$ cat src/rtl/rx_sample_fifo.sv
`default_nettype none
// ============================================================================
//  Module      : rx_sample_fifo
//  Description : 64-bit RX sample FIFO with a 32-bit read side. Samples go in
//                whole and come out as two 32-bit words, low half first.
//                Sticky overflow/underflow flags, flush and clear controls.
//  Revision    : 1.0 - initial release
// ============================================================================
module rx_sample_fifo #(
  parameter int DEPTH_LOG2 = 4
) (
  input  logic                    clk,
  input  logic                    rst,
  // Sample input from the RX chain
  input  logic [63:0]             s_axis_tdata_i,
  input  logic                    s_axis_tvalid_i,
  output logic                    s_axis_tready_o,
  // 32-bit read side
  input  logic                    rd_en_i,
  output logic [31:0]             rd_data_o,
  output logic                    rd_valid_o,
  output logic [DEPTH_LOG2+1:0]   fill_o,
  // Status and control
  output logic                    overflow_o,
  output logic                    underflow_o,
  input  logic                    clr_flags_i,
  input  logic                    flush_i
);

  localparam int DEPTH = 1 << DEPTH_LOG2;
  localparam int PTR_W = DEPTH_LOG2 + 1;
  localparam int FILL_W = DEPTH_LOG2 + 2;
  localparam logic [PTR_W-1:0] C_PTR_ONE = {{(PTR_W-1){1'b0}}, 1'b1};

  // Sample storage; no reset so it maps onto distributed RAM
  logic [63:0] mem [DEPTH];

  // Pointers carry one extra bit so full and empty are distinguishable
  logic [PTR_W-1:0] r_wr_ptr;
  logic [PTR_W-1:0] r_rd_ptr;
  // 0: next read returns bits [31:0]; 1: next read returns bits [63:32]
  logic             r_half;
  logic [31:0]      r_rd_data;
  logic             r_rd_valid;
  logic             r_overflow;
  logic             r_underflow;

  logic [PTR_W-1:0]  w_count;
  logic [FILL_W-1:0] w_fill;
  logic              w_tready;
  logic              w_not_empty;
  logic              w_wr_accept;
  logic              w_wr_drop;
  logic              w_rd_accept;
  logic              w_rd_empty;
  logic              w_pop;
  logic [DEPTH_LOG2-1:0] w_wr_addr;
  logic [DEPTH_LOG2-1:0] w_rd_addr;
  logic [63:0]       w_rd_entry;

  // Occupancy and handshake terms, all derived from registered state
  always_comb begin
    w_count     = r_wr_ptr - r_rd_ptr;
    w_fill      = {w_count, 1'b0} - {{(FILL_W-1){1'b0}}, r_half};
    // The count never exceeds DEPTH, so its top bit alone marks "full"
    w_tready    = ~w_count[DEPTH_LOG2];
    w_not_empty = (w_fill != '0);
  end

  // Per-cycle transaction decode; flush overrides any write or read
  always_comb begin
    w_wr_accept = s_axis_tvalid_i & w_tready & ~flush_i;
    w_wr_drop   = s_axis_tvalid_i & ~w_tready & ~flush_i;
    w_rd_accept = rd_en_i & w_not_empty & ~flush_i;
    w_rd_empty  = rd_en_i & ~w_not_empty & ~flush_i;
    w_pop       = w_rd_accept & r_half;
    w_wr_addr   = r_wr_ptr[DEPTH_LOG2-1:0];
    w_rd_addr   = r_rd_ptr[DEPTH_LOG2-1:0];
    w_rd_entry  = mem[w_rd_addr];
  end

  // Synchronous-write storage array
  always_ff @(posedge clk) begin
    if (w_wr_accept) begin
      mem[w_wr_addr] <= s_axis_tdata_i;
    end
  end

  // Write pointer: advances on accepted samples, zeroed by flush
  always_ff @(posedge clk or posedge rst) begin
    if (rst) begin
      r_wr_ptr <= '0;
    end else if (flush_i) begin
      r_wr_ptr <= '0;
    end else if (w_wr_accept) begin
      r_wr_ptr <= r_wr_ptr + C_PTR_ONE;
    end
  end

  // Read pointer and half-select: pop the entry after its upper half is read
  always_ff @(posedge clk or posedge rst) begin
    if (rst) begin
      r_rd_ptr <= '0;
      r_half   <= 1'b0;
    end else if (flush_i) begin
      r_rd_ptr <= '0;
      r_half   <= 1'b0;
    end else if (w_rd_accept) begin
      r_half <= ~r_half;
      if (w_pop) begin
        r_rd_ptr <= r_rd_ptr + C_PTR_ONE;
      end
    end
  end

  // Read data path: one-cycle latency, data holds when no word is produced
  always_ff @(posedge clk or posedge rst) begin
    if (rst) begin
      r_rd_data  <= '0;
      r_rd_valid <= 1'b0;
    end else begin
      r_rd_valid <= w_rd_accept;
      if (w_rd_accept) begin
        r_rd_data <= r_half ? w_rd_entry[63:32] : w_rd_entry[31:0];
      end
    end
  end

  // Sticky flags: a new event wins over a same-cycle clear
  always_ff @(posedge clk or posedge rst) begin
    if (rst) begin
      r_overflow  <= 1'b0;
      r_underflow <= 1'b0;
    end else begin
      if (w_wr_drop) begin
        r_overflow <= 1'b1;
      end else if (clr_flags_i) begin
        r_overflow <= 1'b0;
      end
      if (w_rd_empty) begin
        r_underflow <= 1'b1;
      end else if (clr_flags_i) begin
        r_underflow <= 1'b0;
      end
    end
  end

  assign s_axis_tready_o = w_tready;
  assign rd_data_o       = r_rd_data;
  assign rd_valid_o      = r_rd_valid;
  assign fill_o          = w_fill;
  assign overflow_o      = r_overflow;
  assign underflow_o     = r_underflow;

endmodule
`default_nettype wire

$ cat config.mk
export PLATFORM = sky130hd
export DESIGN_NAME = rx_sample_fifo
export DESIGN_NICKNAME = d
export VERILOG_FILES = /design/src/rtl/rx_sample_fifo.sv
export SDC_FILE = /design/constraint.sdc
export NUM_CORES = 1
export LEC_CHECK = 0
export CAP_MARGIN = 20
export CELL_PAD_IN_SITES_DETAIL_PLACEMENT = 1
export CELL_PAD_IN_SITES_GLOBAL_PLACEMENT = 1
export CORE_ASPECT_RATIO = 0.75
export CORE_MARGIN = 8
export CORE_UTILIZATION = 49
export DETAILED_ROUTE_END_ITERATION = 8
export PLACE_DENSITY = 0.76
export SLEW_MARGIN = 20
export SYNTH_ARGS = -nofsm -noshare
export SYNTH_HDL_FRONTEND = slang
export SYNTH_SLANG_ARGS = --single-unit
$ cat constraint.sdc
create_clock -name clk -period 23.7 [get_ports clk]
set_input_delay 4.74 -clock clk [delete_from_list [all_inputs] [get_ports clk]]
set_output_delay 4.74 -clock clk [all_outputs]
set_load 0.05 [all_outputs]
# --- After elaboration in Yosys (flattened, before gate mapping) ---
# Memories as Yosys holds them, arrays and structs flattened.
# Index checks and enable logic that the tools add are counted.
word_totals:
  in_bits: 70
  ff_bits: 46
  mem_count: 1
  output_inout_bits: 42
  ramBits: 1024
  word_cells: 45
memory_table:
  columns: ["name", "words", "width", "rd", "rd_ports_with_merged_regs", "wr", "line", "source"]
  rows:
  - ["mem", 16, 64, 1, 0, 1, "36", "logic [63:0] mem [DEPTH];"]
op_classes:
  n_bitwise: 13
  reduce_logical: 7
  n_addsub: 4
  mux: 13
op_table:
  columns: ["op", "n"]
  rows:
  - ["32-bit 2-to-1 mux", 1]
  - ["5-bit 2-to-1 mux", 5]
  - ["5-bit by 1-bit adder with 5-bit output (second input constant)", 2]
  - ["2-bit nonzero test", 5]
  - ["1-bit AND", 9]
  - ["1-bit 2-to-1 mux", 7]
  - ["6-bit nonzero test", 1]
  - ["6-bit by 1-bit subtractor with 6-bit output", 1]
  - ["5-bit subtractor", 1]
  - ["1-bit inverter", 4]
  - ["2-bit AND reduction", 1]

# --- Depth between registers and ports, before layout ---
# Gate-level depths: netlist of the first run.
depth:
  ltp_word: 9
  mapped_depth: 12

# --- Worst setup path after synthesis of the first run ---
# Ideal clock, no wire load.
synth_path:
  kind: "input port to flip-flop"
  start: "in flush_i"
  end: "mem mem[0][0], enable pin"
  required_ps: 23135
  setup_ps: 565
  slack_ps: 13408
  cell_stages: 4
  arrival_time_ps: 9727
  cell_sequence: "clkbuf_1 nor2b_1 nand3_1 nor3_1"
synth_between:
  elab_chain_len: 4
synth_lines:
  columns: ["element", "line", "source"]
  rows:
  - ["start: declaration", "27", "input logic flush_i"]
  - ["1-bit inverter", "72", "w_wr_accept = s_axis_tvalid_i & w_tready & ~flush_i;"]
  - ["1-bit AND", "72", null]
  - ["1-bit 2-to-1 mux", "84", "if (w_wr_accept) begin"]
  - ["1-bit 2-to-1 mux (implied by the code)", "85", "mem[w_wr_addr] <= s_axis_tdata_i;"]
  - ["end: declaration", "36", null]
# Every way passes these cells.

# --- Final worst setup path of the first run ---
layout_path:
  start: "reg r_rd_ptr[1]"
  end: "out fill_o[5]"
layout_between:
  elab_chain_len: 2
layout_lines:
  columns: ["element", "line", "source"]
  rows:
  - ["start: declaration", "40", "logic [PTR_W-1:0] r_rd_ptr;"]
  - ["start signal: assignment", "111", "r_rd_ptr <= r_rd_ptr + C_PTR_ONE;"]
  - ["5-bit subtractor", "63", "w_count = r_wr_ptr - r_rd_ptr;"]
  - ["6-bit by 1-bit subtractor with 6-bit output", "64", "w_fill = {w_count, 1'b0} - {{(FILL_W-1){1'b0}}, r_half};"]
  - ["end: declaration", "22", "output logic [DEPTH_LOG2+1:0] fill_o,"]
# Every way passes these cells.

==> flow_summary.json, run 1 <==
{
  "synth_nets": 1741,
  "power_switching_share_pct": 25.4,
  "worstRegToRegCells": 8,
  "worstMarginPinSlew_ns": 1.13,
  "placedInstanceArea_sq_um": 43500,
  "cts_tree": "yes",
  "cts_root_buffer": "clkbuf_16",
  "ys_top_cells_by_count": "1024 x edfxtp_1, 318 x mux4_2, 67 x mux2_2",
  "cts_buffer_depth": 3,
  "grt_setup_unrepaired": "no",
  "die_h_um": 266,
  "p_int_mw": 3.26,
  "endpoint_kind": "output port",
  "clock-sinks": 1070,
  "path_max_fanout": 62,
  "combPwrFrac_pct": 16.8,
  "p_seq_share_pct": 49.5,
  "yosysMostFrequentCell": "edfxtp_1",
  "synthArstFlopShare_pct": 4.30,
  "drc_errors": 0,
  "design_area_sq_um": 46500,
  "layout.nets": 1903,
  "drtPass1Iterations": 5,
  "cp.required_ns": 18.96,
  "hold_violations": 0,
  "power_density_nw_per_um2": 94.1,
  "fmax_mhz": 110,
  "gp_congestion": 0.758,
  "drt-wirelength-per-cell_um": 31.3,
  "total_power_mw": 4.37,
  "holdPathStages": 1,
  "syn_inst": 1659,
  "top_usage_layer": "met2",
  "grt_usage_pct": 20.3,
  "ys_ff_latch": 1070,
  "setup_tns_ns": 0,
  "hpwlAfterDp_mm": 51.9,
  "start_kind": "flop",
  "postSynthAreaPerCell_sq_um": 24.7,
  "cts-resized-gates": 0,
  "overflow": 0,
  "vdd.ir_drop.worst_mv": 0.0978,
  "synth-main-ff-cell": "edfxtp_1",
  "timing.final.crit_period_ns": 9.05,
  "finalSetupViolCount": 0,
  "yosysTopAreaCellShare_pct": 75.1,
  "fin_crit_sh_pct": 38.2,
  "core_area_sq_um": 83500,
  "path_clk_slew_ns": 0.06,
  "die-area_sq_um": 93200,
  "gr-usage-met3_pct": 3.74,
  "clkLatencyLatePin_ns": 0.66,
  "cts_post_setup_buffers_inserted": 0,
  "antenna_found_initial": 7,
  "die_w_um": 350,
  "grtUsageMet2_pct": 33.7,
  "maxCapViolCount": 0,
  "synth_area_leader_cell": "edfxtp_1",
  "area_growth_pct": 13.4,
  "grt_start_max_net_pins": 139,
  "hold_buffers": 0,
  "synth_edf_count": 1024,
  "port_buffers": 111,
  "hp-class": "flop to flop",
  "drive_gt1_share_pct": 30.2,
  "ant_nets": 0,
  "pwr-share-clk_pct": 33.7,
  "synth_warnings": 0,
  "grt_pass1_wl_mm": 138,
  "fin_skew_ns": 0.0172,
  "num_vias": 18300,
  "drt_iter0_drc": 1841,
  "seq_area_frac_synth_pct": 77.9,
  "dp.cells": 2849,
  "pin_count": 112,
  "cts_buffers": 96,
  "vias_per_cell": 6.04,
  "synthDistinctLibCells": 36,
  "maxSlewHeadroom_pct": 24.7,
  "start_util_pct": 49.1,
  "total_leakage_power_nw": 14.2,
  "drt-total-wl_mm": 94.8,
  "htreeDepth": 3,
  "worstSetupPathType": "flop to output port",
  "p_sw_mw": 1.11,
  "syn_area_sq_um": 41000,
  "grt_use_met1_pct": 27.8,
  "synthTopCellsByArea": "edfxtp_1 75%, mux4_2 17%, dfrtp_1 2.8%",
  "status": "completed",
  "rows": 92,
  "postLayoutCoreUtil_pct": 55.7,
  "grt_pass1_vias": 19700,
  "final_cell_count_no_fill": 3032,
  "critPathArrivalTime_ns": 4.31,
  "drv_slew": 0
}
[critical path: stages, from the launching register on]
cell and delay (ns):
dfrtp_4 1.06, inv_1 0.20, fa_1 0.48, a21o_1 0.19, a21oi_1 0.17, xnor2_1 0.48
xor2_1 0.21, clkdlybuf4s50_1 0.83
[per-stage QoR]
step | hold WS (ns) | setup WS [ns]
floorplan | 0.539 | 13.41
global placement | 0.490 | 15.09
detailed placement | 0.497 | 15.12
CTS | 0.511 | 14.40
global route | 0.533 | 14.35
finish | 0.507 | 14.65
[path summary, 6_finish.rpt]
path	endpoint	startpoint	slack [ns]
worst max register to register	mem[4][50]	r_rd_ptr[1]	18.35
worst min-delay path	rd_data_o[24]	rd_data_o[24]	0.51
max in group asynchronous	r_rd_ptr[1]	rst	18.46
worst min register to register	rd_data_o[24]	rd_data_o[24]	0.51
worst max-delay path	fill_o[5]	r_rd_ptr[1]	14.65
min in group asynchronous	rd_data_o[9]	rst	4.64
[layout make-up]
cell class,count,area (sq um)
timing repair buffer,148,1430
fill,6939,37000
antenna,4,10.0
multi-input combinational,490,8720
inverter,15,60.1
clock inverter,51,324
tap,1128,1410
clock buffer,126,2600
sequential,1070,31900
[kinds of logic (layout without fill, tap and decap cells)]
kind of cell,count (synthesis),in the layout,share of synthesized area [%]
DFF,1070,1070,77.9
muxes,388,388,19.4
buffers and inverters,99,340,1.10
and+or+nand+nor,60,60,0.709
AOI/OAI and AO/OA,20,20,0.321
adders and majority gates,12,12,0.385
xor gates and xnor gates,10,10,0.214
other,0,4,0
[cells in the final DEF (no fill, tap or decap), types with 6 or more instances in the layout]
cell             Yosys  layout
mux2_2              67      67
dfrtp_1             46      43
clkinv_2             0      14
nand3_1              7       7
edfxtp_1          1024    1024
nor2_4               0      12
nor2_1              25      13
clkdlybuf4s50_1      0     111
ha_1                11      11
mux4_2             318     318
clkbuf_16            0      99
clkinv_1             0      26
clkbuf_1            37      25
a21oi_1              6       6
inv_1               13      12
clkinvlp_4           0       6
xor2_1               7       7
buf_4                6      33
[sequential cells by signal, summed over array words and instances, names as in the netlist]
register,count
mem,1024
overflow_o,1
r_half,1
r_rd_ptr,5
r_wr_ptr,5
rd_data_o,32
rd_valid_o,1
underflow_o,1
[routing by layer]
layer | routed length [um] | part of all wire (%)
met1 | 38700 | 41
met2 | 47200 | 50
met3 | 6170 | 6.5
met4 | 2710 | 2.9
met5 | 23 | 0.024
[power groups by stage]
stage                     Sequential [mW]  Clock (mW)  Combinational, mW
after floorplan                      2.30           0              0.409
after global placement               2.21           0              0.720
after detailed placement             2.21           0              0.734
after CTS                            2.17        1.50              0.739
after global routing                 2.17        1.56              0.776
final                                2.16        1.47              0.734
Power figures use the tool's default switching activity.
==> run 2: changes to the inputs <==
clock period = 8.8 ns   (was 23.7 ns; I/O delays follow)
==> flow_summary.json, run 2 (synthesized netlist as in run 1, its figures left out) <==
{
  "status": "completed",
  "gp_congestion": 0.777,
  "drt-wirelength-per-cell_um": 31.3,
  "regMostFlops": "mem",
  "layout_setup_ws_ns": 2.81,
  "start_util_pct": 49.1,
  "combPwrFrac_pct": 16.0,
  "cts-resized-gates": 0,
  "holdPathStages": 1,
  "startpoint": "r_rd_ptr[0]",
  "num_vias": 18400,
  "cts_root_buffer": "clkbuf_16",
  "drtPass1Iterations": 5,
  "p_int_mw": 9.24,
  "timing.final.crit_period_ns": 5.99,
  "path_max_fanout": 49,
  "pin_count": 112,
  "power_density_nw_per_um2": 262,
  "drive_gt1_share_pct": 31.4,
  "endpoint_kind": "output port",
  "p_sw_mw": 3.07,
  "drt-total-wl_mm": 95.1,
  "maxCapViolCount": 0,
  "cp.required_ns": 7.04,
  "htreeDepth": 3,
  "finalSetupViolCount": 0,
  "drt_iter0_drc": 1719,
  "layout.nets": 1904,
  "layout_commonest_cell": "edfxtp_1",
  "hp-class": "flop to flop",
  "total_power_mw": 12.3,
  "r2r_end": "mem[11][33]",
  "rr_startpoint": "r_rd_ptr[0]",
  "area_growth_pct": 14.7,
  "path_clk_slew_ns": 0.06,
  "cts_buffer_depth": 3,
  "vias_per_cell": 6.04,
  "grt_start_max_net_pins": 108,
  "grt_setup_unrepaired": "no",
  "fin_crit_sh_pct": 68.0,
  "largest_reg_flops": 1024,
  "worstRegToRegCells": 10,
  "grt_pass1_wl_mm": 140,
  "cts_tree": "yes",
  "maxSlewHeadroom_pct": 28.3,
  "drc_errors": 0,
  "hold_buffers": 0,
  "core_area_sq_um": 83500,
  "critPathArrivalTime_ns": 4.23,
  "ant_nets": 0,
  "rows": 92,
  "clkLatencyLatePin_ns": 0.67,
  "mostFrequentLayoutCells": "1024 x edfxtp_1, 318 x mux4_2, 111 x clkdlybuf4s50_1",
  "cts_buffers": 100,
  "grt_usage_pct": 20.5,
  "power_switching_share_pct": 25.0,
  "hold_violations": 0,
  "antenna_found_initial": 5,
  "port_buffers": 111,
  "worstSetupPathType": "flop to output port",
  "vdd.ir_drop.worst_mv": 0.238,
  "die_h_um": 266,
  "start_kind": "flop",
  "overflow": 0,
  "grt_pass1_vias": 19800,
  "hpwlAfterDp_mm": 53.4,
  "dp.cells": 2848,
  "total_leakage_power_nw": 14.5,
  "place_ws_ns": 3.30,
  "die_w_um": 350,
  "fin_skew_ns": 0.0274,
  "cts_post_setup_buffers_inserted": 0,
  "critPathCapture": "fill_o[5]",
  "reg2reg_slack_ns": 3.86,
  "worstMarginPinSlew_ns": 1.07,
  "p_seq_share_pct": 47.7,
  "clock-sinks": 1070,
  "die-area_sq_um": 93200,
  "pwr-share-clk_pct": 36.3,
  "setup_tns_ns": 0,
  "drv_slew": 0,
  "fmax_mhz": 167,
  "final_cell_count_no_fill": 3040
}
-- run 2: cell types whose count changed in the layout (fill, tap and decap cells not counted), moves of 3 or more --
cell	change
clkbuf_8	+13
bufinv_16	+9
buf_4	-6
clkinv_1	-14
clkinvlp_4	-3
clkbuf_16	+4
clkinv_2	+4
buf_6	+4
clkbuf_1	-3
-- run 2: routing by layer --
| layer | wire length (um) | global-route usage (%) |
|---|---|---|
| met1 | 39800 | 28.5 |
| met2 | 47000 | 33.5 |
| met3 | 5830 | 3.95 |
| met4 | 2430 | 5.84 |
| met5 | 24 | 0 |
-- run 2: final cells by class --
| class | count | area (sq um) |
|---|---|---|
| Clock buffer | 140 | 2870 |
| Timing Repair Buffer | 145 | 1430 |
| Inverter | 15 | 60.1 |
| Sequential cell | 1070 | 31900 |
| Fill cell | 6848 | 36500 |
| Multi-Input combinational cell | 490 | 8720 |
| Clock inverter | 48 | 577 |
| Antenna cell | 4 | 10.0 |
| Tap cell | 1128 | 1410 |
-- run 2: worst min-delay path by stage --
stage | startpoint | endpoint | slack (ns)
global placement | rd_data_o[24] | rd_data_o[24] | 0.49
global route | rd_data_o[30] | rd_data_o[30] | 0.53
CTS | rd_data_o[30] | rd_data_o[30] | 0.51
finish | rd_data_o[10] | rd_data_o[10] | 0.51
detailed placement | rd_data_o[24] | rd_data_o[24] | 0.49
floorplan | r_wr_ptr[4] | r_wr_ptr[4] | 0.54
-- run 2: power groups by stage --
stage | clock network [mW] | logic (mW) | registers [mW]
after floorplan | 0 | 1.10 | 6.19
after global placement | 0 | 1.94 | 5.97
after detailed placement | 0 | 1.99 | 5.98
after CTS | 4.55 | 2.00 | 5.87
after global routing | 4.72 | 2.08 | 5.89
final | 4.47 | 1.97 | 5.87
-- run 2: stage by stage --
stage | hold slack [ns] | utilization, % | instance area, sq um
after detailed placement | 0.495 | 52.2 | 43500
after CTS | 0.513 | 56.3 | 47000
after global placement | 0.492 | 52.1 | 43500
after floorplan | 0.539 | - | 41000
after global routing | 0.528 | 56.3 | 47000
final | 0.507 | 56.3 | 47000
-- run 2: worst max-delay path, stage by stage, from the launching register on --
cell             delay (ns)
dfrtp_4                1.04
ha_1                   0.33
inv_1                  0.06
fa_1                   0.40
a21o_1                 0.18
a21oi_1                0.18
xnor2_1                0.14
buf_4                  0.22
xor2_1                 0.19
clkdlybuf4s50_1        0.83
